### config.mk
export PLATFORM = sky130hd
export DESIGN_NAME = irq_seq
export DESIGN_NICKNAME = d
export VERILOG_FILES = /design/src/rtl/irq_seq.sv
export SDC_FILE = /design/constraint.sdc
export NUM_CORES = 1
export LEC_CHECK = 0
export ABC_AREA = 1
export CAP_MARGIN = 20
export CORE_ASPECT_RATIO = 0.6
export CORE_MARGIN = 3
export CORE_UTILIZATION = 48
export DETAILED_ROUTE_END_ITERATION = 10
export PLACE_DENSITY = 0.78
export SLEW_MARGIN = 20
export SYNTH_ARGS = -nofsm -noshare
export SYNTH_HDL_FRONTEND = slang
export SYNTH_SLANG_ARGS = --single-unit
### constraint.sdc
create_clock -name i_clk -period 3 [get_ports i_clk]
set_clock_uncertainty 0.15 [all_clocks]
set_input_delay 0.45 -clock i_clk [delete_from_list [all_inputs] [get_ports i_clk]]
set_output_delay 0.45 -clock i_clk [all_outputs]
set_load 0.005 [all_outputs]
### src/rtl/irq_seq.sv
// irq_seq: CPU-side interrupt entry/exit sequencer (push PC/PSW, vector, pop, return).
// Optional IRQ_SEQ_NEST_EN: set IE on handler entry so higher-priority takes can preempt.
module irq_seq #(
    parameter int DEPTH_MAX = 2,
    parameter int SP_STEP   = 2
) (
    input  logic        i_clk,
    input  logic        i_rst,
    input  logic        i_irq_take,
    input  logic [15:0] i_irq_vector,
    input  logic        i_instr_bound,
    input  logic        i_reti,
    input  logic        i_ei,
    input  logic        i_di,
    input  logic [15:0] i_pc,
    input  logic [15:0] i_psw,
    input  logic [15:0] i_sp,
    output logic        o_int_en,
    output logic        o_in_irq,
    output logic        o_irq_ret,
    output logic        o_stall,
    output logic        o_pc_load,
    output logic [15:0] o_pc_value,
    output logic        o_psw_load,
    output logic [15:0] o_psw_value,
    output logic        o_sp_load,
    output logic [15:0] o_sp_value,
    output logic        o_mem_sel,
    output logic        o_mem_we,
    output logic [15:0] o_mem_addr,
    output logic [15:0] o_mem_wdata,
    input  logic [15:0] i_mem_rdata,
    input  logic        i_mem_rdy
);

    localparam int            DW    = $clog2(DEPTH_MAX + 1);
    localparam logic [DW-1:0] DMAX  = DW'(DEPTH_MAX);
    localparam logic [DW-1:0] DONE  = DW'(1);
    localparam logic [15:0]   STEP1 = 16'(SP_STEP);
    localparam logic [15:0]   STEP2 = 16'(2 * SP_STEP);

    typedef enum logic [2:0] {
        IDLE,
        PUSH_PC,
        PUSH_PSW,
        VECTOR,
        POP_PSW,
        POP_PC,
        RETURN
    } state_t;

    state_t        state_q, state_d;
    logic          ie_q, ie_d;
    logic          ie_rest_q, ie_rest_d;
    logic [DW-1:0] depth_q, depth_d;
    logic [15:0]   pc_q, pc_d;
    logic [15:0]   psw_q, psw_d;
    logic [15:0]   sp_q, sp_d;
    logic [15:0]   pcv_q, pcv_d;
    logic [15:0]   pswv_q, pswv_d;
    logic [15:0]   spv_q, spv_d;

    // PSW bit 15 is replaced by the saved IE on push.
    logic unused_psw15;
    assign unused_psw15 = i_psw[15];

    assign o_pc_value  = pcv_q;
    assign o_psw_value = pswv_q;
    assign o_sp_value  = spv_q;
    assign o_in_irq    = (depth_q != '0);

    // Next-state, handshake and pulse outputs.
    always_comb begin
        state_d     = state_q;
        ie_d        = ie_q;
        ie_rest_d   = ie_rest_q;
        depth_d     = depth_q;
        pc_d        = pc_q;
        psw_d       = psw_q;
        sp_d        = sp_q;
        pcv_d       = pcv_q;
        pswv_d      = pswv_q;
        spv_d       = spv_q;
        o_stall     = 1'b0;
        o_irq_ret   = 1'b0;
        o_pc_load   = 1'b0;
        o_psw_load  = 1'b0;
        o_sp_load   = 1'b0;
        o_mem_sel   = 1'b0;
        o_mem_we    = 1'b0;
        o_mem_addr  = 16'h0000;
        o_mem_wdata = 16'h0000;
        o_int_en    = ie_q & (state_q == IDLE) & i_instr_bound
                    & ~i_reti & (depth_q < DMAX);
        unique case (state_q)
            IDLE: begin
                if (i_irq_take) begin
                    o_stall = 1'b1;
                    pcv_d   = i_irq_vector;
                    pc_d    = i_pc;
                    psw_d   = {ie_q, i_psw[14:0]};
                    sp_d    = i_sp;
                    spv_d   = i_sp - STEP2;
                    ie_d    = 1'b0;
                    state_d = PUSH_PC;
                end else if (i_reti && i_instr_bound) begin
                    o_stall = 1'b1;
                    sp_d    = i_sp;
                    spv_d   = i_sp + STEP2;
                    state_d = POP_PSW;
                end else if (i_di) begin
                    ie_d = 1'b0;
                end else if (i_ei) begin
                    ie_d = 1'b1;
                end
            end
            PUSH_PC: begin
                o_stall     = 1'b1;
                o_mem_sel   = 1'b1;
                o_mem_we    = 1'b1;
                o_mem_addr  = sp_q - STEP1;
                o_mem_wdata = pc_q;
                if (i_mem_rdy) state_d = PUSH_PSW;
            end
            PUSH_PSW: begin
                o_stall     = 1'b1;
                o_mem_sel   = 1'b1;
                o_mem_we    = 1'b1;
                o_mem_addr  = sp_q - STEP2;
                o_mem_wdata = psw_q;
                if (i_mem_rdy) state_d = VECTOR;
            end
            VECTOR: begin
                o_stall   = 1'b1;
                o_pc_load = 1'b1;
                o_sp_load = 1'b1;
                if (depth_q < DMAX) depth_d = depth_q + DONE;
`ifdef IRQ_SEQ_NEST_EN
                ie_d = 1'b1;
`else
                ie_d = ie_q;
`endif
                state_d = IDLE;
            end
            POP_PSW: begin
                o_stall    = 1'b1;
                o_mem_sel  = 1'b1;
                o_mem_addr = sp_q;
                if (i_mem_rdy) begin
                    pswv_d    = {1'b0, i_mem_rdata[14:0]};
                    ie_rest_d = i_mem_rdata[15];
                    state_d   = POP_PC;
                end
            end
            POP_PC: begin
                o_stall    = 1'b1;
                o_mem_sel  = 1'b1;
                o_mem_addr = sp_q + STEP1;
                if (i_mem_rdy) begin
                    pcv_d   = i_mem_rdata;
                    state_d = RETURN;
                end
            end
            RETURN: begin
                o_stall    = 1'b1;
                o_pc_load  = 1'b1;
                o_psw_load = 1'b1;
                o_sp_load  = 1'b1;
                o_irq_ret  = 1'b1;
                ie_d       = ie_rest_q;
                if (depth_q != '0) depth_d = depth_q - DONE;
                state_d    = IDLE;
            end
            default: state_d = IDLE;
        endcase
    end

    // State and latched-context registers with synchronous reset.
    always_ff @(posedge i_clk) begin
        if (i_rst) begin
            state_q   <= IDLE;
            ie_q      <= 1'b0;
            ie_rest_q <= 1'b0;
            depth_q   <= '0;
            pc_q      <= 16'h0000;
            psw_q     <= 16'h0000;
            sp_q      <= 16'h0000;
            pcv_q     <= 16'h0000;
            pswv_q    <= 16'h0000;
            spv_q     <= 16'h0000;
        end else begin
            state_q   <= state_d;
            ie_q      <= ie_d;
            ie_rest_q <= ie_rest_d;
            depth_q   <= depth_d;
            pc_q      <= pc_d;
            psw_q     <= psw_d;
            sp_q      <= sp_d;
            pcv_q     <= pcv_d;
            pswv_q    <= pswv_d;
            spv_q     <= spv_d;
        end
    end

endmodule

# After elaboration in Yosys (flattened, before gate mapping)
# Cells that the tools add are included.
[classes]
add_sub_neg = 7
magnitude_cmp = 1
n_eq_ne = 16
n_mux = 31
bitwise_logic = 5
n_reduce_logical = 18
[op_table]
columns = ["operator", "count"]
rows = [
  ["16-bit 2-to-1 mux", 6],
  ["16-bit case mux with 2 select lines", 2],
  ["16-bit case mux with 4 select lines", 1],
  ["16-bit by 3-bit subtractor with 16-bit output (second input constant)", 2],
  ["3-bit 2-to-1 mux", 6],
  ["16-bit by 2-bit adder with 16-bit output (second input constant)", 1],
  ["16-bit by 3-bit adder with 16-bit output (second input constant)", 1],
  ["16-bit by 2-bit subtractor with 16-bit output (second input constant)", 1],
  ["3-bit case mux with 5 select lines", 1],
  ["2-bit != test (second input constant)", 7],
  ["1-bit 2-to-1 mux", 10],
  ["2-bit nonzero test", 5],
  ["3-bit equality test (second input constant)", 3],
  ["3-bit AND reduction", 3],
  ["3-bit by 2-bit equality test with 1-bit output (second input constant)", 2],
  ["2-bit AND reduction", 3],
  ["6-bit OR reduction", 1],
  ["5-bit AND reduction", 1],
  ["1-bit bitwise AND", 4],
  ["2-bit 2-to-1 mux", 2],
  ["4-bit != test (second input constant)", 1],
  ["1-bit case mux with 2 select lines", 2],
  ["2-bit case mux with 2 select lines", 1],
  ["2-bit OR reduction", 2],
  ["10 further kinds", 10],
]
[totals]
regBits = 102
output_inout_bits = 89

# Logic depth before layout (Yosys ltp)
[logic_depth]
word_depth = 5
mapped_depth = 18
mapped_depth_nobuf = 16

# Worst setup path after synthesis
# Ideal clock, no wire load.
[synth_path]
kind = "flip-flop to output port"
from = "register state_q[0]"
to = "output o_mem_addr[7]"
t_arrival_ps = 2224
required_ps = 2400
setup_slack_ps = 176
path_stages_with_launch = 16
n_path_buf = 2
cell_sequence = "dfxtp_1 -> inv_2 -> nor2_4 -> inv_2 -> nor2_4 -> buf_6 -> inv_4 -> buf_4 -> ha_1 -> nand2_1 -> inv_1 -> a21oi_1 -> nand2_1 -> or2_2 -> nand3_1 -> o21ai_0"
[synth_via]
elab_chain_len = 2
[synth_lines]
columns = ["element", "line", "source"]
rows = [
  ["start: declaration", "52", "state_t state_q, state_d;"],
  ["start signal: assignment", "192", "state_q <= state_d;"],
  ["3-bit equality test (tied with other cells)", "95", "unique case (state_q)"],
  ["16-bit case mux with 4 select lines (*)", "95", ""],
  ["end: declaration", "30", "output logic [15:0] o_mem_addr,"],
]
# Every way passes the cells marked *; elsewhere a longest branch is shown, timed or not.

# Final worst setup path
[layout_path]
from = "register state_q[0]"
to = "output o_mem_addr[6]"
# The elaborated chain is that of the path after synthesis.

==> flow_summary.yaml <==
global_routing:
  grt.total_usage_pct: 29.9
  grt_max_degree: 38
  first_global_vias: 6216
  first_pass_grt_wire_length_um: 33200
  antenna_found_initial: 0
  grt_remaining_overflow: 0
power_and_ir_drop:
  cell_internal_power_mw: 4.77
  netSwitchingFraction_pct: 46.1
  comb_power_share_pct: 63.3
  power.leakage_nw: 3.89
  power_frac_clock_pct: 13.5
  power-per-cell-area_mw_per_mm2: 998
  seqPwrFrac_pct: 23.2
  psw_mw: 4.07
  peakVddDrop_mv: 0.476
floorplan:
  initial_core_util_pct: 49.7
  die_h_um: 93.2
  die_x_um: 151
  placementRows: 31
  placeableCoreArea_mm2: 0.0122
  die_area_mm2: 0.0141
  io_pins: 177
sta:
  rsz0062_at_grt: "true"
  timing.final.setup_violations: 7
  fmax_mhz: 315
  worst-slew-pin-transition_ps: 625
  finalHoldViolations: 0
  final_max_slew_viol_count: 0
  fin_tns_setup_ps: -647
  finalWorstSetupSlack_ps: -177
  relSlewSlack_pct: 58.2
  post-route-period-util_pct: 106
  min_period_ps: 3180
yosys:
  synth-edff-count: 0
  synthesis.area_mm2: 0.00608
  syn-instance-count: 938
  yosys.area_share.xor_xnor_pct: 0.844
  synth_async_sr_flop_share_pct: 0
  synth.area.mux_share_pct: 0
  ys_types: 37
  synth_top_area_share_pct: 32.9
  synth_top_flop_cell: "sky130_fd_sc_hd__dfxtp_1"
  ys_ff_latch: 100
  post_synth_net_total: 1056
  yosys.area_share.adder_pct: 6.42
  synth_area_per_cell_um2: 6.48
  fraction_of_the_mapped_netlist_area_in_compound_gates_pct: 20.1
  synth-warning-count: 0
  netlist_top_cells_count: "sky130_fd_sc_hd__nand2_1 (226), sky130_fd_sc_hd__inv_1 (125), sky130_fd_sc_hd__dfxtp_1 (100), sky130_fd_sc_hd__a21oi_1 (94), sky130_fd_sc_hd__nand3_1 (71)"
  most_common_cell_in_the_synthesized_netlist: "sky130_fd_sc_hd__nand2_1"
  synth_simple_gate_area_share_pct: 27.4
  seq_area_frac_synth_pct: 32.9
  synth_area_leaders: "sky130_fd_sc_hd__dfxtp_1 (33%), sky130_fd_sc_hd__nand2_1 (14%), sky130_fd_sc_hd__a21oi_1 (7.7%)"
  dominant_combinational_cell_family_by_area_after_synthesis: "simple AND/OR/NAND/NOR gates"
  top_cell_type_by_total_area_after_synthesis: "sky130_fd_sc_hd__dfxtp_1"
drt:
  wl_met2_um: 9220
  avgViaCountPerCell: 5.38
  drtIter0Drc: 736
  drt.antenna.violating_nets: 0
  finalWirelength_um: 21600
  drcViolationCount: 0
  drt_pass1_iterations: 6
  top_layer_used: "met4"
  met3RoutedLength_um: 2740
  dr_total_vias: 6968
  detail_route.wl_per_cell_um: 16.6
  met1_layer_wirelength_in_the_final_routing_um: 9340
clocking:
  clock_insertion_delay_worst_skew_ps: 360
  clock_tree_from_tritoncts: "built"
  ctsHtreeMaxLevel: 3
  tritoncts.num_buffers: 9
  ctsRootBufferMaster: "sky130_fd_sc_hd__clkbuf_16"
  path_clk_slew_ps: 70
  clock_tree.buffer_depth: 2
  postCtsHoldBufs: 0
  tritoncts_num_sinks: 100
critical_path:
  arrival_ps: 2580
  endpoint_kind: "primary output"
  critPathKind: "flop to primary output"
  critical_path.max_stage_delay_ps: 340
  crit_chain: "inv_2 > nor2_4 > inv_2 > nor2_4 > inv_8 > buf_12 > ha_4 > buf_6 > nand2_4 > nand3b_1 > nand2_2 > buf_6 > a21oi_2 > o21ai_1 > o21ai_1 > buf_2"
  start_kind: "flop"
  worst_path_max_delay_cell: "sky130_fd_sc_hd__dfxtp_2"
  timing.critical_path.required_ps: 2400
  critical_path.max_fanout: 7
final_layout:
  antennaDiodeCount: 0
  finish.utilization_pct: 72.5
  layout-drive-gt1-share_pct: 14.5
  synthToLayoutAreaGrowth_pct: 45.8
  ff_latch_area_mm2: 0.00200
  final_net_count: 1243
  postLayoutCellArea_mm2: 0.00886
  num-fill-cells: 1037
  multiInputGateArea_mm2: 0.00374
placed_design:
  dpl_hpwl_um: 15100
  gpl.final_weighted_congestion: 1.02
  dp_slack_ps: 2.85
  buffer_ports.inserted: 174
  postPlaceCellArea_mm2: 0.00802
run_status:
  violations: "setup timing"
  status: "complete, but fails checks"
worst_hold_path:
  hold_path_class: "flop to flop"
flow_run:
  maxCapViolations: 0
## registers in the layout, indices dropped and copies added (netlist names)
register	flops
pc_q	16
ie_q	1
o_psw_value	15
o_sp_value	14
state_q	3
sp_q	16
depth_q	2
o_pc_value	16
psw_q	16
ie_rest_q	1
## routing by layer
metal	track usage [%]	vias up
met1	42.3	3107
met5	0	-
met3	11.2	40
met2	43.8	371
met4	4.98	0
li1	-	3450
## power by group through the flow
stage | sequential, mW | combinational [mW] | clock [mW]
after CTS | 2.04 | 5.01 | 1.21
after floorplan | 2.00 | 2.73 | 0
after global placement | 2.01 | 4.44 | 0
after detailed placement | 2.03 | 4.51 | 0
after global routing | 2.09 | 6.07 | 1.27
final | 2.05 | 5.60 | 1.19
## layout by cell type (no fill, tap or decap), types with 3 or more instances in the layout
cell / n
sky130_fd_sc_hd__nand2_4: 8
sky130_fd_sc_hd__buf_2: 10
sky130_fd_sc_hd__or2_2: 3
sky130_fd_sc_hd__dfxtp_1: 99
sky130_fd_sc_hd__nand4_1: 9
sky130_fd_sc_hd__ha_4: 14
sky130_fd_sc_hd__ha_1: 14
sky130_fd_sc_hd__inv_1: 120
sky130_fd_sc_hd__xor2_1: 3
sky130_fd_sc_hd__nor2_1: 62
sky130_fd_sc_hd__buf_4: 38
sky130_fd_sc_hd__nor3_1: 3
sky130_fd_sc_hd__buf_6: 6
sky130_fd_sc_hd__nand2_1: 199
sky130_fd_sc_hd__o22ai_1: 19
sky130_fd_sc_hd__nand2_2: 21
sky130_fd_sc_hd__nand3_2: 3
sky130_fd_sc_hd__clkdlybuf4s50_1: 160
sky130_fd_sc_hd__clkbuf_16: 9
sky130_fd_sc_hd__nor2_4: 3
sky130_fd_sc_hd__buf_12: 3
sky130_fd_sc_hd__a21oi_2: 4
sky130_fd_sc_hd__a21oi_1: 90
sky130_fd_sc_hd__nand3b_1: 4
sky130_fd_sc_hd__nor2_2: 6
sky130_fd_sc_hd__o21ai_1: 37
sky130_fd_sc_hd__nand3_1: 66
sky130_fd_sc_hd__a31oi_1: 21
sky130_fd_sc_hd__o21ai_0: 48
sky130_fd_sc_hd__inv_2: 11
sky130_fd_sc_hd__inv_8: 3
## final cells by class
cell class / count / share of cell area [%]
Inverter: 133 / 5.75
Clock inverter: 7 / 0.876
Multi-Input combinational cell: 660 / 42.2
Timing Repair Buffer: 221 / 23.7
Tap cell: 165 / 2.33
Clock buffer: 9 / 2.54
Sequential cell: 100 / 22.6
## worst paths after layout
path | start | endpoint | slack, ps | depth (start not counted)
max | state_q[0]$_SDFFE_PP0P_ | o_mem_addr[6] | -180 | 16
max reg2reg | state_q[0]$_SDFFE_PP0P_ | o_pc_value[15]$_SDFFE_PP0P_ | 780 | 10
min reg2reg | pc_q[6]$_SDFFE_PP0P_ | pc_q[6]$_SDFFE_PP0P_ | 300 | 2
min | pc_q[6]$_SDFFE_PP0P_ | pc_q[6]$_SDFFE_PP0P_ | 300 | 2
## critical path, delay by kind of cell, from the launching register on
family          cells  cell delay (ps)
buf+inv             7              720
simple gates        5              620
flops               1              340
fa+ha+maj           1              290
compound gates      3              270
## what timing repair did
action / CTS / global route
setup buffers: 16 / 2
pin swaps: 15 / 19
resized for setup: 87 / 55
endpoints found under the setup margin: 12 / 25
## cells by family (layout without fill, tap and decap cells)
logic type | Yosys count | in the layout
flops | 100 | 100
buf+inv | 178 | 370
simple gates | 396 | 396
compound gates | 228 | 228
xor+xnor | 5 | 5
other cells | 1 | 1
fa+ha+maj | 30 | 30
## per-stage QoR
stage	power [mW]	hold WS [ps]	std cells
2_1_floorplan	4.73	280	938
6_report	8.84	302	1295
3_5_place_dp	6.54	292	1261
4_1_cts	8.26	303	1293
5_1_grt	9.43	315	1295
3_3_place_gp	6.45	288	1261
No activity file was read; power rests on OpenSTA's default activity.
